## src/rtl/trigger_pulse_gen_pkg.sv

```systemverilog
// Shared definitions for the trigger pulse generator: default field widths
// and FSM state encodings.
package trigger_pulse_gen_pkg;

  localparam int unsigned DEF_WIDTH     = 16;
  localparam int unsigned DEF_NUM_WIDTH = 8;

  localparam logic [1:0] ST_IDLE = 2'd0;
  localparam logic [1:0] ST_HIGH = 2'd1;
  localparam logic [1:0] ST_LOW  = 2'd2;

  typedef enum logic [1:0] {
    IDLE = ST_IDLE,
    HIGH = ST_HIGH,
    LOW  = ST_LOW
  } state_t;

endpackage

```

## src/rtl/trigger_pulse_gen.sv

```systemverilog
// Armed, triggered pulse-train generator: on an accepted trigger emits
// num_pulses+1 pulses of width+1 high cycles separated by gap+1 low cycles.
module trigger_pulse_gen
  import trigger_pulse_gen_pkg::*;
#(
  parameter int unsigned pWIDTH     = DEF_WIDTH,
  parameter int unsigned pNUM_WIDTH = DEF_NUM_WIDTH
) (
  input  logic                  clk,
  input  logic                  reset_n,
  input  logic                  arm,
  input  logic                  trig_in,
  input  logic [pNUM_WIDTH-1:0] num_pulses,
  input  logic [pWIDTH-1:0]     width,
  input  logic [pWIDTH-1:0]     gap,
  input  logic                  clear_missed,
  output logic                  pulse_out,
  output logic                  busy,
  output logic                  done,
  output logic                  missed
);

  state_t                  state, state_nxt;
  logic [pWIDTH-1:0]       cnt, cnt_nxt;
  logic [pWIDTH-1:0]       width_q, width_nxt;
  logic [pWIDTH-1:0]       gap_q, gap_nxt;
  logic [pNUM_WIDTH-1:0]   left_q, left_nxt;
  logic                    done_nxt;
  logic                    missed_nxt;

  // State, shared phase counter, latched configuration and registered outputs
  always_ff @(posedge clk or negedge reset_n) begin
    if (!reset_n) begin
      state     <= IDLE;
      cnt       <= '0;
      width_q   <= '0;
      gap_q     <= '0;
      left_q    <= '0;
      pulse_out <= 1'b0;
      busy      <= 1'b0;
      done      <= 1'b0;
      missed    <= 1'b0;
    end else begin
      state     <= state_nxt;
      cnt       <= cnt_nxt;
      width_q   <= width_nxt;
      gap_q     <= gap_nxt;
      left_q    <= left_nxt;
      pulse_out <= (state_nxt == HIGH);
      busy      <= (state_nxt != IDLE);
      done      <= done_nxt;
      missed    <= missed_nxt;
    end
  end

  // Next-state logic; outputs are decoded from state_nxt so they line up with state
  always_comb begin
    state_nxt  = state;
    cnt_nxt    = cnt;
    width_nxt  = width_q;
    gap_nxt    = gap_q;
    left_nxt   = left_q;
    done_nxt   = 1'b0;
    // Set wins over clear so a trigger coinciding with a clear is not lost
    missed_nxt = (trig_in && (state != IDLE)) || (missed && !clear_missed);

    case (state)
      IDLE: begin
        if (arm && trig_in) begin
          state_nxt = HIGH;
          cnt_nxt   = width;
          width_nxt = width;
          gap_nxt   = gap;
          left_nxt  = num_pulses;
        end
      end
      HIGH: begin
        if (!arm) begin
          state_nxt = IDLE;
          cnt_nxt   = '0;
        end else if (cnt == '0) begin
          if (left_q == '0) begin
            state_nxt = IDLE;
            done_nxt  = 1'b1;
          end else begin
            state_nxt = LOW;
            cnt_nxt   = gap_q;
            left_nxt  = left_q - pNUM_WIDTH'(1);
          end
        end else begin
          cnt_nxt = cnt - pWIDTH'(1);
        end
      end
      LOW: begin
        if (!arm) begin
          state_nxt = IDLE;
          cnt_nxt   = '0;
        end else if (cnt == '0) begin
          state_nxt = HIGH;
          cnt_nxt   = width_q;
        end else begin
          cnt_nxt = cnt - pWIDTH'(1);
        end
      end
      default: begin
        state_nxt = IDLE;
        cnt_nxt   = '0;
      end
    endcase
  end

endmodule

```

## config.mk

```make
export PLATFORM = sky130hd
export DESIGN_NAME = trigger_pulse_gen
export DESIGN_NICKNAME = d
export VERILOG_FILES = /design/src/rtl/trigger_pulse_gen_pkg.sv /design/src/rtl/trigger_pulse_gen.sv
export SDC_FILE = /design/constraint.sdc
export NUM_CORES = 1
export LEC_CHECK = 0
export ABC_CLOCK_PERIOD_IN_PS = 5300
export BUFFER_PORTS_ARGS = -buffer_cell sky130_fd_sc_hd__buf_2
export CAP_MARGIN = 20
export CORE_MARGIN = 2
export CORE_UTILIZATION = 62
export DETAILED_ROUTE_END_ITERATION = 8
export PLACE_DENSITY = 0.85
export SLEW_MARGIN = 10
export SYNTH_ARGS = -nofsm -noshare
export SYNTH_HDL_FRONTEND = slang
export SYNTH_SLANG_ARGS = --single-unit
```

## constraint.sdc

```tcl
create_clock -name clk -period 5.3 [get_ports clk]
set_input_delay 0.53 -clock clk [delete_from_list [all_inputs] [get_ports clk]]
set_output_delay 0.53 -clock clk [all_outputs]
set_load 0.03 [all_outputs]
```

# [Yosys cells after proc, flatten, opt, wreduce, memory -nomap -nowiden]
# Cells that the tools add are included.
[word_totals] register_bits=62 elab_cells=56
[classes] n_reduce_logical=14 muxes=23 eq_ne=8 n_addsub=2
[op_table] op="$mux W16" count=6
[op_table] op="$pmux W16 S3" count=1
[op_table] op="$mux W8" count=4
[op_table] op="$logic_not A16 Y1" count=1
[op_table] op="$pmux W8 S2" count=1
[op_table] op="$sub A16 B1 Y16 const B" count=1
[op_table] op="$mux W2" count=6
[op_table] op="$logic_not A8 Y1" count=1
[op_table] op="$ne A2 B2 Y1 const B" count=4
[op_table] op="$sub A8 B1 Y8 const B" count=1
[op_table] op="$pmux W2 S3" count=1
[op_table] op="$reduce_bool A2 Y1" count=3
[op_table] op="$reduce_and A5 Y1" count=1
[op_table] op="$eq A2 B1 Y1 const B" count=2
[op_table] op="$mux W1" count=4
[op_table] op="$ne A4 B4 Y1 const B" count=1
[op_table] op="$reduce_and A2 Y1" count=2
[op_table] op="$logic_and A1 B1 Y1" count=3
[op_table] op="$eq A2 B2 Y1 const B" count=1
[op_table] op="$logic_not A2 Y1" count=1
[op_table] op="$logic_not A1 Y1" count=1
[op_table] op="$logic_or A1 B1 Y1" count=1

# [Logic depth before layout (Yosys ltp)]
# Gate-level depths: netlist of the first run.
[depth] ltp_word=6 ltp_mapped=9 depth_no_buf=7

# [Worst setup path after synthesis of the first run]
# No wires, ideal clock.
[synth_timing] path_type="flip-flop to flip-flop" from="reg cnt[0]" to="reg left_q[6]" path_stages_with_launch=8 setup_slack_ns=3.190 setup_ns=0.119 n_path_buf=0 t_arrival_ns=1.991 path_cell_list="dfrtp_1 -> inv_1 -> ha_1 -> nor4b_4 -> nand4_4 -> or4_4 -> o22a_1 -> o21a_1"
[synth_between] elab_chain_len=3
[synth_rtl] item="start: declaration" line="trigger_pulse_gen.sv:24" rtl="logic [pWIDTH-1:0] cnt, cnt_nxt;"
[synth_rtl] item="start signal: assignment" line="trigger_pulse_gen.sv:45" rtl="cnt <= cnt_nxt;"
[synth_rtl] item="$logic_not A16 Y1" line="trigger_pulse_gen.sv:81" rtl="end else if (cnt == '0) begin"
[synth_rtl] item="$ne A2 B2 Y1 (no line)"
[synth_rtl] item="$reduce_and A5 Y1 (no line)"
[synth_rtl] item="end signal: assignment" line="trigger_pulse_gen.sv:48" rtl="left_q <= left_nxt;"
[synth_rtl] item="end: declaration" line="trigger_pulse_gen.sv:27" rtl="logic [pNUM_WIDTH-1:0] left_q, left_nxt;"
# No other way between the ends.
# A chain may end at the register's enable or synchronous reset.

# [Final worst setup path of the first run]
[layout_timing] from="reg cnt[0]" to="reg cnt[8]"
[layout_between] elab_chain_len=4
[layout_rtl] item="$sub A16 B1 Y16 or $logic_not A16 Y1 (tied branches)"
[layout_rtl] item="$mux W16 (on tied branches)" line="trigger_pulse_gen.sv:98, trigger_pulse_gen.sv:81"
[layout_rtl] item="$mux W16 (on tied branches)" line="trigger_pulse_gen.sv:95, trigger_pulse_gen.sv:78"
[layout_rtl] item="$pmux W16 S3" line="trigger_pulse_gen.sv:67" rtl="case (state)"
# Several ways; a longest one is shown, not always the timed one.

==> results of run 1 <==
-- registers in the layout, indices dropped and copies added, names as in the netlist --
register and flops:
width_q 16, busy 1, cnt 16, done 1, pulse_out 1, gap_q 16, state 2, missed 1
left_q 8
-- power groups by stage --
stage	logic (mW)	clock network [mW]	registers (mW)
after floorplan	0.292	0	0.655
after global placement	0.366	0	0.682
after detailed placement	0.381	0	0.686
after CTS	0.387	0.567	0.680
after global routing	0.441	0.587	0.697
final	0.394	0.568	0.683
-- area by class of cell --
type | count | area share [%]
clock inverters | 6 | 3.258
inverters | 10 | 0.9219
flip-flops and latches | 62 | 38.11
well taps | 72 | 2.213
repair buffers | 53 | 6.915
multi-input cells | 324 | 45.21
clock buffers | 10 | 3.380
-- synth_stat cells (5+ instances only) --
| cell type | n | share of area [%] |
|---|---|---|
| nand2_1 | 118 | 13 |
| dfrtp_1 | 62 | 44 |
| o21ai_0 | 36 | 5.1 |
| nor2_1 | 26 | 2.8 |
| a21oi_1 | 18 | 2.5 |
| clkbuf_1 | 17 | 1.8 |
| nor3_1 | 11 | 1.6 |
| inv_1 | 10 | 1.1 |
| nand3_1 | 9 | 1.3 |
| a2bb2oi_1 | 6 | 1.5 |
| o31ai_1 | 6 | 1.3 |
| a211oi_1 | 5 | 1.1 |
| a22oi_1 | 5 | 1.1 |
| a31oi_1 | 5 | 0.88 |
| buf_2 | 5 | 0.71 |
| o21a_1 | 5 | 1.1 |
| o22ai_1 | 5 | 0.88 |
-- routing by layer --
| metal | vias up | GRT usage [%] | part of all wire (%) |
|---|---|---|---|
| met1 | 1605 | 44.32 | 42 |
| met5 | - | 0 | 0 |
| met2 | 194 | 47.31 | 47 |
| li1 | 1563 | - | - |
| met3 | 41 | 7.014 | 8.2 |
| met4 | 0 | 17.76 | 3.3 |
-- final timing paths --
kind                         startpoint           to  slack, ps  depth (start not counted)
max                              cnt[0]       cnt[8]       2580                          7
min                             reset_n      cnt[11]        340                          2
max reg2reg                      cnt[0]       cnt[8]       2580                          7
min reg2reg                  width_q[5]   width_q[5]        480                          2
max in group asynchronous       reset_n  width_q[12]       4450                          2
min in group clk           clear_missed       missed        360                          2
-- per-stage QoR --
| stage | cell area, µm² | util (%) | setup WS, ps | power, mW |
|---|---|---|---|---|
| 3_3_place_gp | 3790 | 68.83 | 2831 | 1.048 |
| 6_report | 4071 | 73.94 | 2578 | 1.645 |
| 2_1_floorplan | 3538 | - | 3190 | 0.9471 |
| 5_1_grt | 4071 | 73.94 | 2407 | 1.725 |
| 3_5_place_dp | 3790 | 68.83 | 2681 | 1.067 |
| 4_1_cts | 4060 | 73.73 | 2656 | 1.634 |
-- cell families (layout without fill, tap and decap cells) --
logic type,count (synthesis),count (layout),share of synthesized area (%)
buf+inv,35,79,4.314
compound gates,113,113,21.39
simple gates,201,201,27.44
flops,62,62,43.85
fa+ha+maj,4,4,1.414
mux,3,3,0.8487
xor+xnor,3,3,0.7427
-- worst max-delay path, stage by stage (launching register included) --
cell and delay, ps:
dfrtp_1 410, inv_1 140, ha_1 170, nor4b_4 430, nand4_2 500, o31a_1 480, nor2_2 290, o21ai_0 170
==> reports/qor.csv, run 1 <==
stage,metric,value,unit
timing,worst_hold_slack,339.8,ps
placement,dp_hpwl,6307,µm
timing,drv_slew,0,
timing,fmax,0.3674,GHz
layout,antennaDiodeCount,0,
timing,period_needed,2722,ps
setup_path,worstSetupPathType,reg -> reg,
global_route,grt-ovfl-total,0,
pwr,switching_share,32.78,%
logic_synthesis,yosys_warnings,0,
timing,clock_skew,7.232,ps
floorplanning,dieArea,0.006327,mm²
logic_synthesis,syn_nets,470,
timing,setup_violations,0,
floorplanning,num_io_pins,49,
global_route,grt_max_degree,63,
clock_network,root_buffer,clkbuf_8,
global_route,grt_pass1_vias,3194,
clock_network,path_clk_slew,70,ps
layout,multi_input_area,0.001841,mm²
layout,num-nets-final,509,
timing,hold_violations,0,
logic_synthesis,synth.distinct_cells,61,
clock_network,cts_buffer_depth,2,
pwr,p_seq_share,41.5,%
global_route,grt_first_pass_wirelength,15650,µm
setup_path,cp_max_fo,17,
global_route,grt_use_total,32.20,%
clock_network,cts_resized,0,
flow_run,drv_cap,0,
clock_network,postCtsSetupBuffers,0,
detailed_routing,drt_iter0_drc,386,
timing,rsz0062_at_grt,false,
layout,final_common_cell,nand2_1,
run_status,status,"finished, final reports clean",
pwr,p_sw,539.2,µW
logic_synthesis,syn-instance-count,421,
pwr,power.internal,1.106,mW
floorplanning,dieWidth,79.55,µm
layout,syn2layout_area_growth,15.06,%
pwr,p_clk_share,34.5,%
detailed_routing,num_vias,3403,
timing,tns,0,ps
setup_path,crit_required,5510,ps
logic_synthesis,ys_async_sr_fraction,100.0,%
clock_network,clock_latency,340,ps
clock_network,cts_made_buffers,9,
logic_synthesis,synthesis.area,0.003538,mm²
layout,mostFrequentLayoutCells,"nand2_1, dfrtp_1, buf_2",
floorplanning,start_util,64.26,%
placement,place_congestion,0.9658,
timing,max_slew.worst_pin.slew,775.6,ps
global_route,grt_antenna_before_repair,0,
setup_path,cp-end-kind,register,
logic_synthesis,seq_area_frac_synth,43.85,%
floorplanning,core.rowCount,27,
pwr,power.leakage,1.875,nW
timing,fin_crit_sh,51.35,%
layout,n_fill_cell,421,
timing,slew_headroom,48.29,%
detailed_routing,route.detailed.drc,0,
detailed_routing,wl,9495,µm
pwr,combPwrFrac,23.9,%
layout,seqCellArea,0.001551,mm²
clock_network,cts_tree,yes,
floorplanning,die_y,79.55,µm
logic_synthesis,ys_ff_latch,62,
placement,dp.cells,520,
clock_network,clock_sinks,62,
detailed_routing,wl_per_cell,17.68,µm
layout,stdcell_count,537,
logic_synthesis,synth_edf_count,0,
detailed_routing,first_pass_iters,7,
hold_path,hold_class,in -> async,
logic_synthesis,avgSynthCellArea,8.405,µm²
layout,drive_above_1_share,17.85,%
setup_path,crit_arrival,2930,ps
detailed_routing,ant_nets,0,
clock_network,ctsHoldBuffers,0,
pwr,p_per_area,404.0,mW/mm²
pwr,ir_drop,0.0002356,V
detailed_routing,post_drt_via_cell_ratio,6.337,
floorplanning,core,0.005507,mm²
logic_synthesis,ys.flop_type,dfrtp_1,
placement,port_buffers,48,
clock_network,h-tree-depth,3,
setup_path,critPathLaunchType,register,
Power figures use the tool's default switching activity.
==> run 2, diff against run 1 <==
--- a/config.mk
+++ b/config.mk
@@ -5,13 +5,13 @@
 export SDC_FILE = /design/constraint.sdc
 export NUM_CORES = 1
 export LEC_CHECK = 0
-export ABC_CLOCK_PERIOD_IN_PS = 5300
+export ABC_CLOCK_PERIOD_IN_PS = 2700
 export BUFFER_PORTS_ARGS = -buffer_cell sky130_fd_sc_hd__buf_2
 export CAP_MARGIN = 20
 export CORE_MARGIN = 2
-export CORE_UTILIZATION = 62
+export CORE_UTILIZATION = 58
 export DETAILED_ROUTE_END_ITERATION = 8
-export PLACE_DENSITY = 0.85
+export PLACE_DENSITY = 0.8
 export SLEW_MARGIN = 10
 export SYNTH_ARGS = -nofsm -noshare
 export SYNTH_HDL_FRONTEND = slang
==> constraint.sdc (replaced) <==
create_clock -name clk -period 2.7 [get_ports clk]
set_input_delay 0.27 -clock clk [delete_from_list [all_inputs] [get_ports clk]]
set_output_delay 0.27 -clock clk [all_outputs]
set_load 0.03 [all_outputs]
==> run 2 against run 1 <==
Worst setup slack got worse by 2200 ps. Critical path depth is the same. Clock skew grew 2.0 ps. Worst hold slack got worse by 330 ps. Utilization is 5.2 points lower. Sequential power up 95%. Register-to-register slack worse by 2200 ps. Largest cell class unchanged. Highest routed layer unchanged.
==> reports/qor.csv, run 2 (same netlist as run 1, synthesis figures left out) <==
stage,metric,value,unit,change
setup_path,cp_max_fo,8,,-9
timing,fin_crit_sh,87.51,%,+36 points
floorplanning,dieWidth,82.11,µm,+3.2%
global_route,grt_antenna_before_repair,0,,unchanged
setup_path,r2r_cells,7,,unchanged
placement,port_buffers,48,,unchanged
clock_network,root_buffer,clkbuf_8,,
clock_network,clock_latency,340,ps,about the same
placement,placed_area,0.003854,mm²,+1.7%
clock_network,cts_resized,0,,unchanged
pwr,power,3.031,mW,+84%
timing,period_needed,2363,ps,-358.7 ps
timing,hold_violations,0,,unchanged
layout,mostFrequentLayoutCells,"nand2_1, dfrtp_1, buf_2",,
setup_path,critPathLaunchType,register,,
clock_network,postCtsSetupBuffers,0,,unchanged
setup_path,crit_path_start,left_q[0],,
layout,drive_above_1_share,18.64,%,+0.79 points
setup_path,worstSetupPathType,reg -> reg,,
pwr,power.leakage,1.886,nW,+0.57%
floorplanning,dieArea,0.006741,mm²,+6.5%
timing,max_slew.worst_pin.slew,799.8,ps,+24.17 ps
layout,antennaDiodeCount,0,,unchanged
clock_network,cts_made_buffers,9,,unchanged
detailed_routing,post_drt_via_cell_ratio,6.168,,-2.7%
timing,timing.final.ws_setup,337.2,ps,-2241 ps
layout,final_common_cell,nand2_1,,
global_route,grt_pass1_vias,3167,,-0.85%
detailed_routing,route.detailed.drc,0,,unchanged
clock_network,h-tree-depth,3,,unchanged
floorplanning,core.rowCount,28,,+3.7%
clock_network,path_clk_slew,80,ps,about the same
detailed_routing,drt_iter0_drc,332,,-14%
layout,n_fill_cell,471,,+12%
pwr,p_per_area,744.9,mW/mm²,+84%
placement,place_congestion,1.021,,+5.7%
timing,slew_headroom,46.68,%,-1.6 points
detailed_routing,wl_per_cell,17.03,µm,-3.7%
timing,clock_skew,9.205,ps,+1.973 ps
clock_network,ctsHoldBuffers,0,,unchanged
pwr,ir_drop,0.0004593,V,+95%
detailed_routing,num_vias,3374,,-0.85%
clock_network,clock_sinks,62,,unchanged
global_route,grt_use_total,30.84,%,-1.4 points
floorplanning,start_util,59.76,%,-4.5 points
layout,design_area,0.004069,mm²,about the same
placement,place_ws,368.6,ps,-2313 ps
global_route,grt_max_degree,36,,-43%
layout,reg_top3,"cnt x16, gap_q x16, width_q x16",,
clock_network,cts_tree,yes,,
floorplanning,core,0.005921,mm²,+7.5%
flow_run,drv_cap,0,,unchanged
detailed_routing,wl,9316,µm,-1.9%
setup_path,cp-end-kind,register,,
floorplanning,num_io_pins,49,,unchanged
timing,fmax,0.4232,GHz,+15%
setup_path,crit_required,2900,ps,-2610 ps
timing,tns,0,ps,unchanged
global_route,grt_first_pass_wirelength,15530,µm,-0.79%
floorplanning,die_y,82.11,µm,+3.2%
detailed_routing,first_pass_iters,5,,-2
hold_path,hold_class,in -> async,,
layout,syn2layout_area_growth,14.99,%,about the same
placement,dp_hpwl,6478,µm,+2.7%
timing,drv_slew,0,,unchanged
detailed_routing,ant_nets,0,,unchanged
run_status,status,"finished, final reports clean",,
global_route,grt-ovfl-total,0,,unchanged
layout,num-nets-final,516,,+1.4%
setup_path,r2r_start,left_q[0],,
timing,setup_violations,0,,unchanged
clock_network,cts_buffer_depth,2,,unchanged
timing,rsz0062_at_grt,false,,
setup_path,crit_arrival,2560,ps,-370 ps
run 2: cell count changes in the layout (fill, tap and decap cells not counted), sizes merged:
| cell | delta |
|---|---|
| clkbuf | +2 |
| clkinv | +1 |
| buf | +7 |
| bufinv | -2 |
| clkinvlp | -1 |
run 2: cell type report:
cell class	count	area, µm²	area share (%)
multi-input combinational	324	1841	45.23
sequential	62	1551	38.13
timing repair buffer	60	330.3	8.118
clock buffer	12	145.1	3.567
tap	75	93.84	2.306
clock inverter	4	70.07	1.722
inverter	10	37.54	0.9225
run 2: through the flow:
stage	instances	utilization, %	hold WS, ps
after floorplan	421	-	-25.59
after global placement	531	65.09	397.7
after detailed placement	531	65.09	401.7
after CTS	547	68.72	37.33
after global routing	547	68.72	81.10
final	547	68.72	13.50
run 2: path summary, 6_finish.rpt:
| check | to | slack, ps |
|---|---|---|
| max in group asynchronous | gap_q[10] | 1970 |
| min in group clk | missed | 100 |
| worst max-delay path | cnt[8] | 340 |
| worst min register to register | width_q[6] | 480 |
| worst max register to register | cnt[8] | 340 |
| worst min-delay path | width_q[14] | 10 |
run 2: worst max-delay path, stage by stage, from the launching register on:
cell and delay (ps):
dfrtp_1 390, inv_1 110, ha_1 140, or4b_1 450, or2_1 370, o31a_1 320
nor2_2 270, o21ai_0 170
run 2: per-layer routing:
metal / global-route usage (%) / vias up / wire length (µm)
met5: 0 / - / 0
met4: 11.50 / 0 / 239
met3: 6.304 / 27 / 618
met2: 45.04 / 151 / 4272
met1: 45.34 / 1609 / 4185
li1: - / 1587 / -
run 2: report_power, final:
part / switching, mW / leakage [nW] / internal [mW]
Clock: 0.369 / 0.110 / 0.543
Sequential: 0.200 / 0.766 / 1.13
Combinational: 0.468 / 1.01 / 0.318
Total: 1.04 / 1.89 / 2.00
==> run 3, diff against run 2 <==
==> constraint.sdc (replaced) <==
create_clock -name clk -period 2.7 [get_ports clk]
set_input_delay 0.54 -clock clk [delete_from_list [all_inputs] [get_ports clk]]
set_output_delay 0.54 -clock clk [all_outputs]
set_load 0.03 [all_outputs]
==> run 3 against run 2 <==
Global-route usage fell by 2.0 points. Register-to-register slack got worse by 120 ps. Design area rose by 0.18%. First-iteration DRC count fell by 5.4%. Sequential power barely moved. Die area did not move. Via count fell by 2.1%. Largest cell class unchanged. Power fell by 0.52%. Clock power rose by 0.5%.
==> reports/qor.csv, run 3 (same netlist as run 1, synthesis figures left out) <==
stage,metric,value,unit,change
pwr,power,3.015,mW,-0.52%
timing,slew_headroom,51.64,%,+5.0 points
setup_path,cp-end-kind,register,,
clock_network,cts_buffer_depth,2,,unchanged
global_route,grt_max_degree,30,,-17%
clock_network,cts_tree,yes,,
timing,tns,0,ps,unchanged
pwr,p_clk_share,30.4,%,+0.3 points
setup_path,r2r_start,cnt[0],,
floorplanning,dieArea,0.006741,mm²,unchanged
placement,dp.cells,531,,unchanged
layout,stdcell_count,547,,unchanged
layout,drive_above_1_share,19.07,%,+0.42 points
floorplanning,dieWidth,82.11,µm,unchanged
layout,mostFrequentLayoutCells,"nand2_1, dfrtp_1, buf_2",,
setup_path,critPathLaunchType,register,,
timing,fmax,0.4026,GHz,-4.9%
timing,max_slew.worst_pin.slew,717.8,ps,-81.99 ps
timing,clock_skew,6.953,ps,-2.253 ps
global_route,grt_use_total,28.88,%,-2.0 points
pwr,power.leakage,1.884,nW,-0.11%
pwr,switching_share,34.68,%,+0.50 points
setup_path,crit_required,2900,ps,about the same
layout,reg_top3,"cnt x16, gap_q x16, width_q x16",,
pwr,ir_drop,0.0004468,V,-2.7%
pwr,p_sw,1.046,mW,+0.95%
flow_run,drv_cap,0,,unchanged
timing,rsz0062_at_grt,false,,
pwr,p_seq_share,44.3,%,+0.3 points
timing,setup_violations,0,,unchanged
clock_network,clock_sinks,62,,unchanged
global_route,grt_use_met3,5.978,%,-0.33 points
detailed_routing,route.detailed.drc,0,,unchanged
detailed_routing,wl_per_cell,16.48,µm,-3.2%
timing,period_needed,2484,ps,+121.2 ps
global_route,use_met1,41.38,%,-4.0 points
layout,final_common_cell,nand2_1,,
setup_path,reg2reg_setup_slack,220,ps,-120 ps
layout,antennaDiodeCount,0,,unchanged
placement,place_congestion,0.9101,,-11%
clock_network,postCtsSetupBuffers,0,,unchanged
clock_network,clock_latency,340,ps,about the same
pwr,p_per_area,739.7,mW/mm²,-0.70%
detailed_routing,ant_nets,0,,unchanged
clock_network,cts_made_buffers,9,,unchanged
placement,port_buffers,48,,unchanged
global_route,grt-ovfl-total,0,,unchanged
placement,placed_area,0.003854,mm²,unchanged
pwr,power.internal,1.970,mW,-1.3%
clock_network,root_buffer,clkbuf_8,,
floorplanning,die_y,82.11,µm,unchanged
global_route,grt_antenna_before_repair,0,,unchanged
detailed_routing,drt_iter0_drc,314,,-5.4%
detailed_routing,num_vias,3304,,-2.1%
setup_path,crit_arrival,2680,ps,+120 ps
layout,syn2layout_area_growth,15.21,%,
floorplanning,num_io_pins,49,,unchanged
floorplanning,start_util,59.76,%,unchanged
setup_path,cp_max_fo,7,,-1
detailed_routing,post_drt_via_cell_ratio,6.040,,-2.1%
detailed_routing,wl,9014,µm,-3.2%
floorplanning,core,0.005921,mm²,unchanged
hold_path,hold_class,in -> async,,
timing,drv_slew,0,,unchanged
layout,num-nets-final,516,,unchanged
setup_path,r2r_end,cnt[1],,
timing,hold_violations,0,,unchanged
global_route,grt_first_pass_wirelength,14700,µm,-5.3%
global_route,grt_pass1_vias,3011,,-4.9%
run_status,status,"finished, final reports clean",,
pwr,combPwrFrac,25.3,%,-0.6 points
global_route,busiest_layer,met2,,
clock_network,cts_resized,0,,unchanged
layout,design_area,0.004076,mm²,+0.18%
setup_path,worstSetupPathType,reg -> reg,,
layout,seqCellArea,0.001551,mm²,unchanged
timing,fin_crit_sh,92.00,%,+4.5 points
clock_network,path_clk_slew,70,ps,about the same
floorplanning,core.rowCount,28,,unchanged
layout,n_fill_cell,488,,+3.6%
placement,dp_hpwl,6331,µm,-2.3%
detailed_routing,first_pass_iters,5,,unchanged
global_route,met2_usage,44.15,%,-0.89 points
clock_network,ctsHoldBuffers,0,,unchanged
clock_network,h-tree-depth,3,,unchanged
layout,multi_input_area,0.001841,mm²,unchanged
setup_path,r2r_cells,8,,+1
-- run 3: cell types whose count changed in the layout (fill, tap and decap cells not counted) --
cell / delta
clkinv_4: +3
clkbuf_8: -1
clkinvlp_4: +1
clkbuf_1: -2
clkinv_2: -1
-- run 3: area by class of cell --
cell class              count  share of cell area [%]
repair buffers             60                   8.103
clock buffers               9                   3.039
inverters                  10                  0.9208
well taps                  75                   2.302
multi-input cells         324                   45.15
flip-flops and latches     62                   38.06
clock inverters             7                   2.425
-- run 3: per-layer routing --
layer / vias to the layer above / wire length [µm]
li1: 1582 / -
met1: 1568 / 4173
met5: - / 0
met2: 133 / 4073
met3: 21 / 596
met4: 0 / 171
-- run 3: worst max-delay path by stage --
stage / start / end / cells past startpoint
final: cnt[0] / cnt[1] / 8
after detailed placement: cnt[0] / cnt[6] / 8
after global routing: cnt[0] / cnt[1] / 8
after floorplan: cnt[0] / left_q[6] / 7
after CTS: cnt[0] / cnt[1] / 8
after global placement: left_q[0] / cnt[0] / 7
-- run 3: worst max-delay path, cell delays in order (launching register included) --
cell	delay [ps]
dfrtp_1	410
inv_1	130
ha_1	170
nor4b_4	410
and4_1	500
buf_4	230
mux2i_1	80
a222oi_1	290
o22ai_1	130
-- run 3: power by group through the flow --
stage / clock, mW / sequential, mW / combinational [mW]
6_report: 0.917 / 1.34 / 0.763
5_1_grt: 0.972 / 1.36 / 0.861
4_1_cts: 0.925 / 1.33 / 0.758
3_5_place_dp: 0 / 1.34 / 0.751
3_3_place_gp: 0 / 1.34 / 0.729
2_1_floorplan: 0 / 1.29 / 0.574
-- run 3: metrics by stage --
| stage | utilization (%) | hold WS (ps) | setup WS [ps] |
|---|---|---|---|
| 6_report | 68.85 | 211.2 | 215.9 |
| 5_1_grt | 68.85 | 265.9 | 77.39 |
| 2_1_floorplan | - | 244.4 | 590.0 |
| 4_1_cts | 68.85 | 223.0 | 248.8 |
| 3_5_place_dp | 65.09 | 461.2 | 343.4 |
| 3_3_place_gp | 65.09 | 452.3 | 406.7 |
